`config.mk`:
```
export PLATFORM = sky130hd
export DESIGN_NAME = waveform_meas_fsm
export DESIGN_NICKNAME = d
export VERILOG_FILES = /design/src/rtl/waveform_meas_fsm.sv
export SDC_FILE = /design/constraint.sdc
export NUM_CORES = 1
export LEC_CHECK = 0
export ABC_AREA = 1
export BUFFER_PORTS_ARGS = -buffer_cell sky130_fd_sc_hd__buf_2
export CAP_MARGIN = 40
export CELL_PAD_IN_SITES_DETAIL_PLACEMENT = 1
export CELL_PAD_IN_SITES_GLOBAL_PLACEMENT = 2
export CORE_MARGIN = 2
export CORE_UTILIZATION = 29
export DETAILED_ROUTE_END_ITERATION = 7
export HOLD_SLACK_MARGIN = 0.15
export PLACE_DENSITY = 0.77
export SYNTH_ARGS = -nofsm -noshare
export SYNTH_HDL_FRONTEND = slang
export SYNTH_SLANG_ARGS = --single-unit
export TNS_END_PERCENT = 100
```
`constraint.sdc`:
```
create_clock -name clk -period 2 [get_ports clk]
set_input_delay 0.2 -clock clk [delete_from_list [all_inputs] [get_ports clk]]
set_output_delay 0.2 -clock clk [all_outputs]
set_load 0.02 [all_outputs]
```
`src/rtl/waveform_meas_fsm.sv`:
```
// Measures high and low phase lengths of an asynchronous single-bit waveform.
// Each closed period is reported with a one-cycle meas_valid strobe.
module waveform_meas_fsm #(
    parameter int CNT_W = 8
) (
    input  logic             clk,
    input  logic             rst_n,
    input  logic             enable,
    input  logic             sig_in,
    output logic [CNT_W-1:0] high_len,
    output logic [CNT_W-1:0] low_len,
    output logic [CNT_W:0]   period_len,
    output logic             meas_valid,
    output logic             meas_ovf,
    output logic             stuck
);

    typedef enum logic [1:0] {
        S_IDLE,
        S_ARM,
        S_HIGH,
        S_LOW
    } state_t;

    localparam logic [CNT_W-1:0] CMAX = '1;
    localparam logic [CNT_W-1:0] ONE  = CNT_W'(1);

    state_t           state_q, state_d;
    logic             s1_q, sig_s_q, sig_d_q;
    logic [CNT_W-1:0] hcnt_q, hcnt_d;
    logic [CNT_W-1:0] lcnt_q, lcnt_d;
    logic [CNT_W-1:0] high_q, high_d;
    logic [CNT_W-1:0] low_q, low_d;
    logic [CNT_W:0]   period_q, period_d;
    logic             valid_q, valid_d;
    logic             ovf_q, ovf_d;
    logic             stuck_q, stuck_d;

    logic             rise, fall;
    logic [CNT_W-1:0] hinc, linc;

    assign rise = sig_s_q & ~sig_d_q;
    assign fall = ~sig_s_q & sig_d_q;

    // Saturating increments: a stuck line must never wrap into a short count.
    assign hinc = (hcnt_q == CMAX) ? hcnt_q : hcnt_q + ONE;
    assign linc = (lcnt_q == CMAX) ? lcnt_q : lcnt_q + ONE;

    always_ff @(posedge clk) begin
        if (!rst_n) begin
            state_q  <= S_IDLE;
            s1_q     <= 1'b0;
            sig_s_q  <= 1'b0;
            sig_d_q  <= 1'b0;
            hcnt_q   <= '0;
            lcnt_q   <= '0;
            high_q   <= '0;
            low_q    <= '0;
            period_q <= '0;
            valid_q  <= 1'b0;
            ovf_q    <= 1'b0;
            stuck_q  <= 1'b0;
        end else begin
            state_q  <= state_d;
            s1_q     <= sig_in;
            sig_s_q  <= s1_q;
            sig_d_q  <= sig_s_q;
            hcnt_q   <= hcnt_d;
            lcnt_q   <= lcnt_d;
            high_q   <= high_d;
            low_q    <= low_d;
            period_q <= period_d;
            valid_q  <= valid_d;
            ovf_q    <= ovf_d;
            stuck_q  <= stuck_d;
        end
    end

    always_comb begin
        state_d  = state_q;
        hcnt_d   = hcnt_q;
        lcnt_d   = lcnt_q;
        high_d   = high_q;
        low_d    = low_q;
        period_d = period_q;
        valid_d  = 1'b0;
        ovf_d    = ovf_q;
        if (!enable) begin
            state_d = S_IDLE;
            hcnt_d  = '0;
            lcnt_d  = '0;
        end else begin
            unique case (state_q)
                S_IDLE: state_d = S_ARM;
                S_ARM: begin
                    if (rise) begin
                        hcnt_d  = ONE;
                        state_d = S_HIGH;
                    end
                end
                S_HIGH: begin
                    if (fall) begin
                        lcnt_d  = ONE;
                        state_d = S_LOW;
                    end else if (sig_s_q) begin
                        hcnt_d = hinc;
                    end
                end
                S_LOW: begin
                    if (rise) begin
                        high_d   = hcnt_q;
                        low_d    = lcnt_q;
                        period_d = {1'b0, hcnt_q} + {1'b0, lcnt_q};
                        ovf_d    = (hcnt_q == CMAX) | (lcnt_q == CMAX);
                        valid_d  = 1'b1;
                        hcnt_d   = ONE;
                        lcnt_d   = '0;
                        state_d  = S_HIGH;
                    end else if (!sig_s_q) begin
                        lcnt_d = linc;
                    end
                end
            endcase
        end
        stuck_d = ((state_d == S_HIGH) && (hcnt_d == CMAX)) ||
                  ((state_d == S_LOW) && (lcnt_d == CMAX));
    end

    assign high_len   = high_q;
    assign low_len    = low_q;
    assign period_len = period_q;
    assign meas_valid = valid_q;
    assign meas_ovf   = ovf_q;
    assign stuck      = stuck_q;

endmodule

```
==> Word-level counts from Yosys, hierarchy flattened <==
Index checks and enable logic that the tools add are counted.
W data, S select, Z words.
{ "totals": {"reg_bits": 49, "input_bits": 4, "output_inout_bits": 28, "wordCells": 53} }
{ "classes": {"add_sub_neg": 3, "eq_ne": 9, "muxes": 17, "n_bitwise": 5, "reduce_logical": 7} }
{ "ops": {"columns": ["op", "n"], "rows": [
  ["$mux W8", 10],
  ["$eq A8 B8 Y1 const B", 4],
  ["$pmux W8 S2", 2],
  ["$add A8 B1 Y8 const B", 2],
  ["$add A8 B8 Y9", 1],
  ["$eq A2 B2 Y1 const B", 4],
  ["$mux W2", 3],
  ["$pmux W2 S3", 1],
  ["$reduce_and A3 Y1", 2],
  ["$and A1 B1 Y1", 2],
  ["$eq A2 B1 Y1 const B", 1],
  ["$logic_and A1 B1 Y1", 2],
  ["$logic_not A2 Y1", 1],
  ["$not A1 Y1", 2],
  ["$reduce_or A2 Y1", 1],
  ["$logic_or A1 B1 Y1", 1],
  ["$mux W1", 1],
  ["$or A1 B1 Y1", 1]
]} }

==> Logic depth before layout (Yosys ltp) <==
Gate-level depths: netlist (run 1).
{ "logic_depth": {"depth_word": 9, "ltp_mapped": 14, "mapped_depth_nobuf": 14} }

==> Worst setup path before layout (run 1) <==
No wires, ideal clock.
{ "synth_timing": {"kind": "register to register", "from": "reg lcnt_q[0]", "to": "reg period_q[6], in the netlist period_len[6]", "arrival_ns": 1.745, "setup_slack_ns": 0.139, "path_stages_with_launch": 11, "n_path_buf": 0, "period_less_slack_ns": 1.861, "path_cell_list": "dfxtp_1 -> ha_1 -> inv_1 -> fa_1 -> o21ai_0 -> nand2_1 -> nand2_1 -> a21oi_1 -> xor2_1 -> o21ai_0 -> inv_1"} }
{ "synth_between": {"elab_chain_len": 1} }
{ "synth_rtl": {"columns": ["item", "line", "source"], "rows": [
  ["from (decl)", "31", "logic [CNT_W-1:0] lcnt_q, lcnt_d;"],
  ["from (signal assigned)", "69", "lcnt_q <= lcnt_d;"],
  ["$add A8 B8 Y9", "113", "period_d = {1'b0, hcnt_q} + {1'b0, lcnt_q};"],
  ["to (signal assigned)", "72", "period_q <= period_d;"],
  ["to (decl)", "34", "logic [CNT_W:0] period_q, period_d;"]
]} }
No other way between the ends.
A chain may end at the register's enable or synchronous reset.

==> Final worst setup path (run 1) <==
{ "layout_timing": {"from": "reg hcnt_q[2]", "to": "reg period_q[5], in the netlist period_len[5]"} }
{ "layout_between": {"elab_chain_len": 1} }
{ "layout_rtl": {"columns": ["item", "line", "source"], "rows": [
  ["from (decl)", "30", "logic [CNT_W-1:0] hcnt_q, hcnt_d;"],
  ["from (signal assigned)", "68", "hcnt_q <= hcnt_d;"],
  ["$add A8 B8 Y9", "113", null]
]} }
No other way between the ends.

==> flow_summary.json, run 1 <==
{
  "synthTopCellsByArea": "dfxtp_1 37%, nand2_1 10%, a21oi_1 7.0%",
  "internal-power_mw": 1.403,
  "pin_count": 32,
  "path_depth": 8,
  "reg2reg_slack_ns": 0.19,
  "cts-buffers-inserted": 5,
  "tns_ns": 0,
  "cp_max_fo": 6,
  "drcViolationCount": 0,
  "grt_use_total": 0.1706,
  "total_power_mw": 1.812,
  "grt_start_max_net_pins": 47,
  "cts_root_buf": "clkbuf_8",
  "worstPathArrival_ns": 2.02,
  "setup_viol": 0,
  "p_clk_frac": 0.422,
  "syn_inst": 377,
  "die-area_um2": 9869,
  "drt_iter0_markers": 145,
  "period_share": 0.9053,
  "power.density_nw_per_um2": 567.1,
  "cp_top_family": "compound AO/OA/AOI/OAI gates",
  "nNetsFinal": 438,
  "cp_slowest_cell": "dfxtp_1",
  "drv_slew": 0,
  "netlist.area_leader.share": 0.3721,
  "core_um2": 8763,
  "syn_to_final_growth_pct": 21.21,
  "yosysSeqAreaShare": 0.3721,
  "cp_cell_sequence": "ha_1 > a21oi_1 > nand2_1 > a21oi_1 > o21ai_0 > xor2_1 > o21ai_0 > inv_1",
  "power.leakage_nw": 1.484,
  "first_pass_iters": 4,
  "grt_pass1_wl_um": 13370,
  "r2r_end": "period_len[5]",
  "final_hold_viol_count": 0,
  "r2r_start": "hcnt_q[2]",
  "p_comb_frac": 0.037,
  "port_buffers": 31,
  "synth_edf_count": 0,
  "syn-mean-instance-area_um2": 6.993,
  "power.switching_mw": 0.4088,
  "grt_pass1_vias": 2533,
  "diodes": 0,
  "hold_path_class": "input port to flip-flop",
  "htree_levels": 2,
  "slew_headroom": 0.7461,
  "yosys-top-cells-count": "70 x nand2_1, 49 x dfxtp_1, 43 x inv_1, 40 x nor2_1, 37 x a21oi_1",
  "period_minus_slack_ns": 1.811,
  "fillers": 1139,
  "ys_ff_latch": 49,
  "cp.required_ns": 2.21,
  "rsz0062_at_grt": "true",
  "cts.clk_slew.worst_paths_ns": 0.10,
  "start_util": 0.3008,
  "row_count": 34,
  "syn-num-nets": 392,
  "vias": 2590,
  "status": "complete, no violations",
  "grt_overflow": 0,
  "fin_skew_ns": 0.007401,
  "worstSetupPathType": "flip-flop to flip-flop",
  "crit_path_start_kind": "flip-flop",
  "vdd_ir_drop_max_mv": 0.2439,
  "antenna_found_initial": 0,
  "worst-path-buf-inv": 1,
  "drt_wl_total_um": 8033,
  "dp_hpwl_um": 6027,
  "wl_per_cell_um": 15.10,
  "die_width_um": 99.35,
  "cpPeakStageDelay_ns": 0.48,
  "endpoint": "period_len[5]",
  "ant_nets": 0,
  "cts.sink_count": 49,
  "die_y_um": 99.35,
  "worstSetupEndpointType": "flip-flop",
  "timing.fmax_mhz": 552.3,
  "yosysMostFrequentCell": "nand2_1",
  "crit_start": "hcnt_q[2]",
  "worst_slew_pin_slew_ns": 0.3769,
  "drv_cap": 0,
  "cts_buffer_depth": 2,
  "r2r_cells": 8,
  "synth_top_cell_by_area": "dfxtp_1",
  "viasPerCell": 4.868,
  "seqPwrFrac": 0.541,
  "synth_ff_type": "dfxtp_1",
  "syn_area_um2": 2636,
  "p_sw_frac": 0.2256,
  "drive_gt1_frac": 0.2241,
  "clk-insertion-delay-late_ns": 0.31,
  "yosys_warnings": 0,
  "cts_tree": "yes",
  "ys_types": 29,
  "async_flop_share": 0,
  "globalplace.congestion": 0.8301
}
sequential cells by signal, indices dropped and copies added, names as in the netlist:
register / count
period_len: 9
hcnt_q: 8
high_len: 8
lcnt_q: 8
low_len: 8
state_q: 2
meas_ovf: 1
meas_valid: 1
s1_q: 1
sig_d_q: 1
sig_s_q: 1
stuck: 1
per-stage QoR:
step	hold slack, ns	utilization	instance area, µm²	setup WS (ns)	instances
after floorplan	0.2976	-	2636	0.1392	377
after global placement	0.3871	0.3412	2990	0.09810	521
after detailed placement	0.3930	0.3412	2990	0.004328	521
after CTS	0.1719	0.3557	3117	0.04638	530
after global routing	0.1775	0.3646	3196	-0.004254	532
final	0.1773	0.3646	3196	0.1894	532
layer usage:
layer  routed length (µm)  vias up  track usage  share of wire
met5                    0        -            0              0
met4                   88        0      0.04110          0.011
met3                  260        5      0.02319          0.032
met2                 3752       48       0.2791           0.47
met1                 3932     1214       0.2383           0.49
li1                     -     1323            -              -
worst min-delay path by stage:
stage / start / to / slack (ns) / cells past startpoint
6_report: enable / lcnt_q[4] / 0.18 / 3
5_1_grt: enable / lcnt_q[4] / 0.18 / 3
4_1_cts: enable / lcnt_q[4] / 0.17 / 3
3_5_place_dp: sig_in / s1_q / 0.39 / 3
3_3_place_gp: sig_in / s1_q / 0.39 / 3
2_1_floorplan: sig_in / s1_q / 0.30 / 2
worst reg2reg max path, delay by kind of cell, from the launching register on:
family	cells	cell delay (ns)
xor+xnor	1	0.16
fa+ha+maj	1	0.33
compound gates	4	0.56
flops	1	0.48
buf+inv	1	0.05
simple gates	1	0.12
what timing repair did:
item | 4_1_cts | 5_1_grt
gates resized for setup | 1 | 22
pin swaps | 0 | 4
cloned | 0 | 1
hold endpoints to repair | 1 | 0
hold buffers | 1 | 0
endpoints found under the setup margin | 1 | 4
setup buffers | 0 | 1
power by group through the flow:
stage	clock network [mW]	registers, mW	logic, mW
after global routing	0.829	0.982	0.0756
after detailed placement	0	1.01	0.0663
after floorplan	0	1.00	0.0418
after CTS	0.776	0.983	0.0680
after global placement	0	1.01	0.0663
final	0.764	0.981	0.0677
cell families after synthesis:
logic type,synth area share
flip-flops,0.3721
AND/OR/NAND/NOR,0.2976
buffers and inverters,0.09587
XOR/XNOR,0.02658
adder cells (fa/ha/maj),0.05505
AO/OA/AOI/OAI,0.1528
layout by cell type (no fill, tap or decap), types with 3 or more instances in the layout:
| cell type | n |
|---|---|
| nand3_1 | 32 |
| nor3_1 | 7 |
| ha_1 | 8 |
| nand2_1 | 69 |
| buf_4 | 14 |
| nor2_1 | 38 |
| o21ai_0 | 29 |
| dfxtp_2 | 5 |
| dfxtp_1 | 42 |
| inv_2 | 6 |
| inv_1 | 43 |
| xor2_1 | 7 |
| buf_2 | 31 |
| clkbuf_8 | 6 |
| o211ai_1 | 3 |
| nor2_4 | 5 |
| nand4_1 | 8 |
| a21oi_2 | 6 |
| nand2_2 | 7 |
| a21oi_1 | 35 |
final cells by class:
class                           instances  area, µm²  share of cell area
Multi-Input combinational cell        268       1460              0.4569
Sequential cell                        49      994.7              0.3113
Timing Repair Buffer                   47      290.3             0.09084
Inverter                               52      198.9             0.06226
Tap cell                              108      135.1             0.04229
Clock buffer                            7      86.33             0.02702
Clock inverter                          1      30.03            0.009397
No activity file was read; power rests on OpenSTA's default activity.
==> run 2, diff against run 1 <==
--- a/config.mk
+++ b/config.mk
@@ -6,13 +6,14 @@
 export NUM_CORES = 1
 export LEC_CHECK = 0
 export ABC_AREA = 1
-export BUFFER_PORTS_ARGS = -buffer_cell sky130_fd_sc_hd__buf_2
 export CAP_MARGIN = 40
-export CELL_PAD_IN_SITES_DETAIL_PLACEMENT = 1
-export CELL_PAD_IN_SITES_GLOBAL_PLACEMENT = 2
+export CELL_PAD_IN_SITES_DETAIL_PLACEMENT = 0
+export CELL_PAD_IN_SITES_GLOBAL_PLACEMENT = 1
 export CORE_MARGIN = 2
-export CORE_UTILIZATION = 29
+export CORE_UTILIZATION = 41
 export DETAILED_ROUTE_END_ITERATION = 7
+export DONT_BUFFER_PORTS = 1
+export GPL_ROUTABILITY_DRIVEN = 0
 export HOLD_SLACK_MARGIN = 0.15
 export PLACE_DENSITY = 0.77
 export SYNTH_ARGS = -nofsm -noshare
==> run 2 against run 1 <==
Compared with the run above: sequential power barely moved; cell area fell by 7.4%; core utilization rose by 11 points; sequential share of layout area rose by 2.1 points; non-clock buffer count fell by 32.
==> flow_summary.json, run 2 (same netlist as run 1, synthesis figures left out) <==
{
  "status": "complete, no violations",
  "port_buffers": 0,
  "cts-buffers-inserted": 5,
  "layout_commonest_cell": "nand2_1",
  "crit_path_start_kind": "flip-flop",
  "period_share": 0.9399,
  "cts.sink_count": 49,
  "final_hold_viol_count": 0,
  "crit_start": "hcnt_q[0]",
  "internal-power_mw": 1.492,
  "viasPerCell": 5.079,
  "fin_util": 0.4714,
  "drt_iter0_markers": 151,
  "syn_to_final_growth_pct": 12.24,
  "p_sw_frac": 0.2106,
  "total_power_mw": 1.890,
  "worstHoldStart": "enable",
  "core_um2": 6277,
  "die_y_um": 84.19,
  "die-area_um2": 7087,
  "worstSetupEndpointType": "flip-flop",
  "fin_ws_ns": 0.1203,
  "cp_max_fo": 4,
  "cts_tree": "yes",
  "seqPwrFrac": 0.520,
  "grt_overflow": 0,
  "post-place-ws_ns": 0.07279,
  "drcViolationCount": 0,
  "worst_slew_pin_slew_ns": 0.8760,
  "setup_viol": 0,
  "drive_gt1_frac": 0.1202,
  "slew_headroom": 0.4141,
  "drv_cap": 0,
  "grt_use_total": 0.1990,
  "grt_pass1_vias": 2278,
  "die_width_um": 84.19,
  "vdd_ir_drop_max_mv": 0.4506,
  "antenna_found_initial": 0,
  "worstSetupPathType": "flip-flop to flip-flop",
  "first_pass_iters": 5,
  "cts_root_buf": "clkbuf_8",
  "placedCellCount": 457,
  "grt_start_max_net_pins": 30,
  "htree_levels": 2,
  "rsz0062_at_grt": "true",
  "drv_slew": 0,
  "diodes": 0,
  "cp.required_ns": 2.21,
  "nNetsFinal": 405,
  "row_count": 29,
  "period_minus_slack_ns": 1.880,
  "hold_path_class": "input port to flip-flop",
  "worstPathArrival_ns": 2.09,
  "fin_skew_ns": 0.003670,
  "power.switching_mw": 0.3981,
  "power.leakage_nw": 1.297,
  "grt_pass1_wl_um": 11240,
  "p_clk_frac": 0.448,
  "drt_wl_total_um": 6664,
  "pin_count": 32,
  "ant_nets": 0,
  "cts_buffer_depth": 2,
  "wl_per_cell_um": 14.24,
  "r2r_start": "hcnt_q[0]",
  "power.density_nw_per_um2": 638.8,
  "whs_ns": 0.1627,
  "vias": 2377,
  "start_util": 0.4200,
  "largest_reg_flops": 9,
  "p_comb_frac": 0.032,
  "timing.fmax_mhz": 532.0,
  "dp_hpwl_um": 4895,
  "mostFrequentLayoutCells": "70 x nand2_1, 48 x dfxtp_1, 43 x inv_1",
  "fin_cells": 468,
  "cts.clk_slew.worst_paths_ns": 0.09,
  "clk-insertion-delay-late_ns": 0.31
}
==> run 2: cell types whose count changed in the layout (fill, tap and decap cells not counted), moves of 3 or more <==
cell,delta
dfxtp_1,+6
dfxtp_2,-4
buf_2,-31
buf_4,-3
==> run 2: path summary, 6_finish.rpt <==
check                                endpoint  slack (ns)  depth (start not counted)
worst min-delay path                hcnt_q[5]        0.16                          4
worst max-delay path            period_len[6]        0.12                         10
worst max register to register  period_len[6]        0.12                         10
worst min register to register        sig_s_q        0.42                          2
==> run 2: what timing repair did <==
| item | in CTS | in global routing |
|---|---|---|
| buffers inserted | 0 | 0 |
| setup endpoints to repair | 0 | 4 |
| resized for setup | 0 | 5 |
| hold buffers | 3 | 0 |
| hold endpoints to repair | 26 | 0 |
==> run 2: power by group through the flow <==
stage               clock network (mW)  registers [mW]  logic [mW]
floorplan                            0            1.00      0.0418
finish                           0.846           0.984      0.0604
CTS                              0.867           0.984      0.0606
global route                     0.913           0.985      0.0678
global placement                     0            1.01      0.0486
detailed placement                   0            1.01      0.0481
==> run 2: critical path, stage by stage, from the launching register on <==
cell and delay (ns):
dfxtp_1 0.40, ha_1 0.19, inv_1 0.05, fa_1 0.39
o21ai_1 0.19, nand2_1 0.07, nand2_1 0.06, a21oi_1 0.08
xor2_1 0.14, o21ai_0 0.16, inv_1 0.05
==> run 2: cell type report <==
class                   count  area [µm²]
fillers                   679        3318
clock inverters             3       65.06
inverters                  52       198.9
clock buffers               5       68.82
multi-input cells         267        1415
flip-flops and latches     49       982.2
repair buffers             15       132.6
well taps                  77       96.34
==> run 2: routing by layer <==
layer	wire length, µm	global-route usage	vias to the layer above
met5	0	0	-
li1	-	-	1254
met4	74	0.05132	0
met1	3269	0.2877	1059
met2	2911	0.3066	58
met3	409	0.03638	6
==> run 2: stage by stage <==
step                TNS [ns]  instance area (µm²)
global route        -0.07512                 2959
global placement           0                 2781
finish                     0                 2959
detailed placement         0                 2781
CTS                        0                 2945
floorplan                  0                 2636
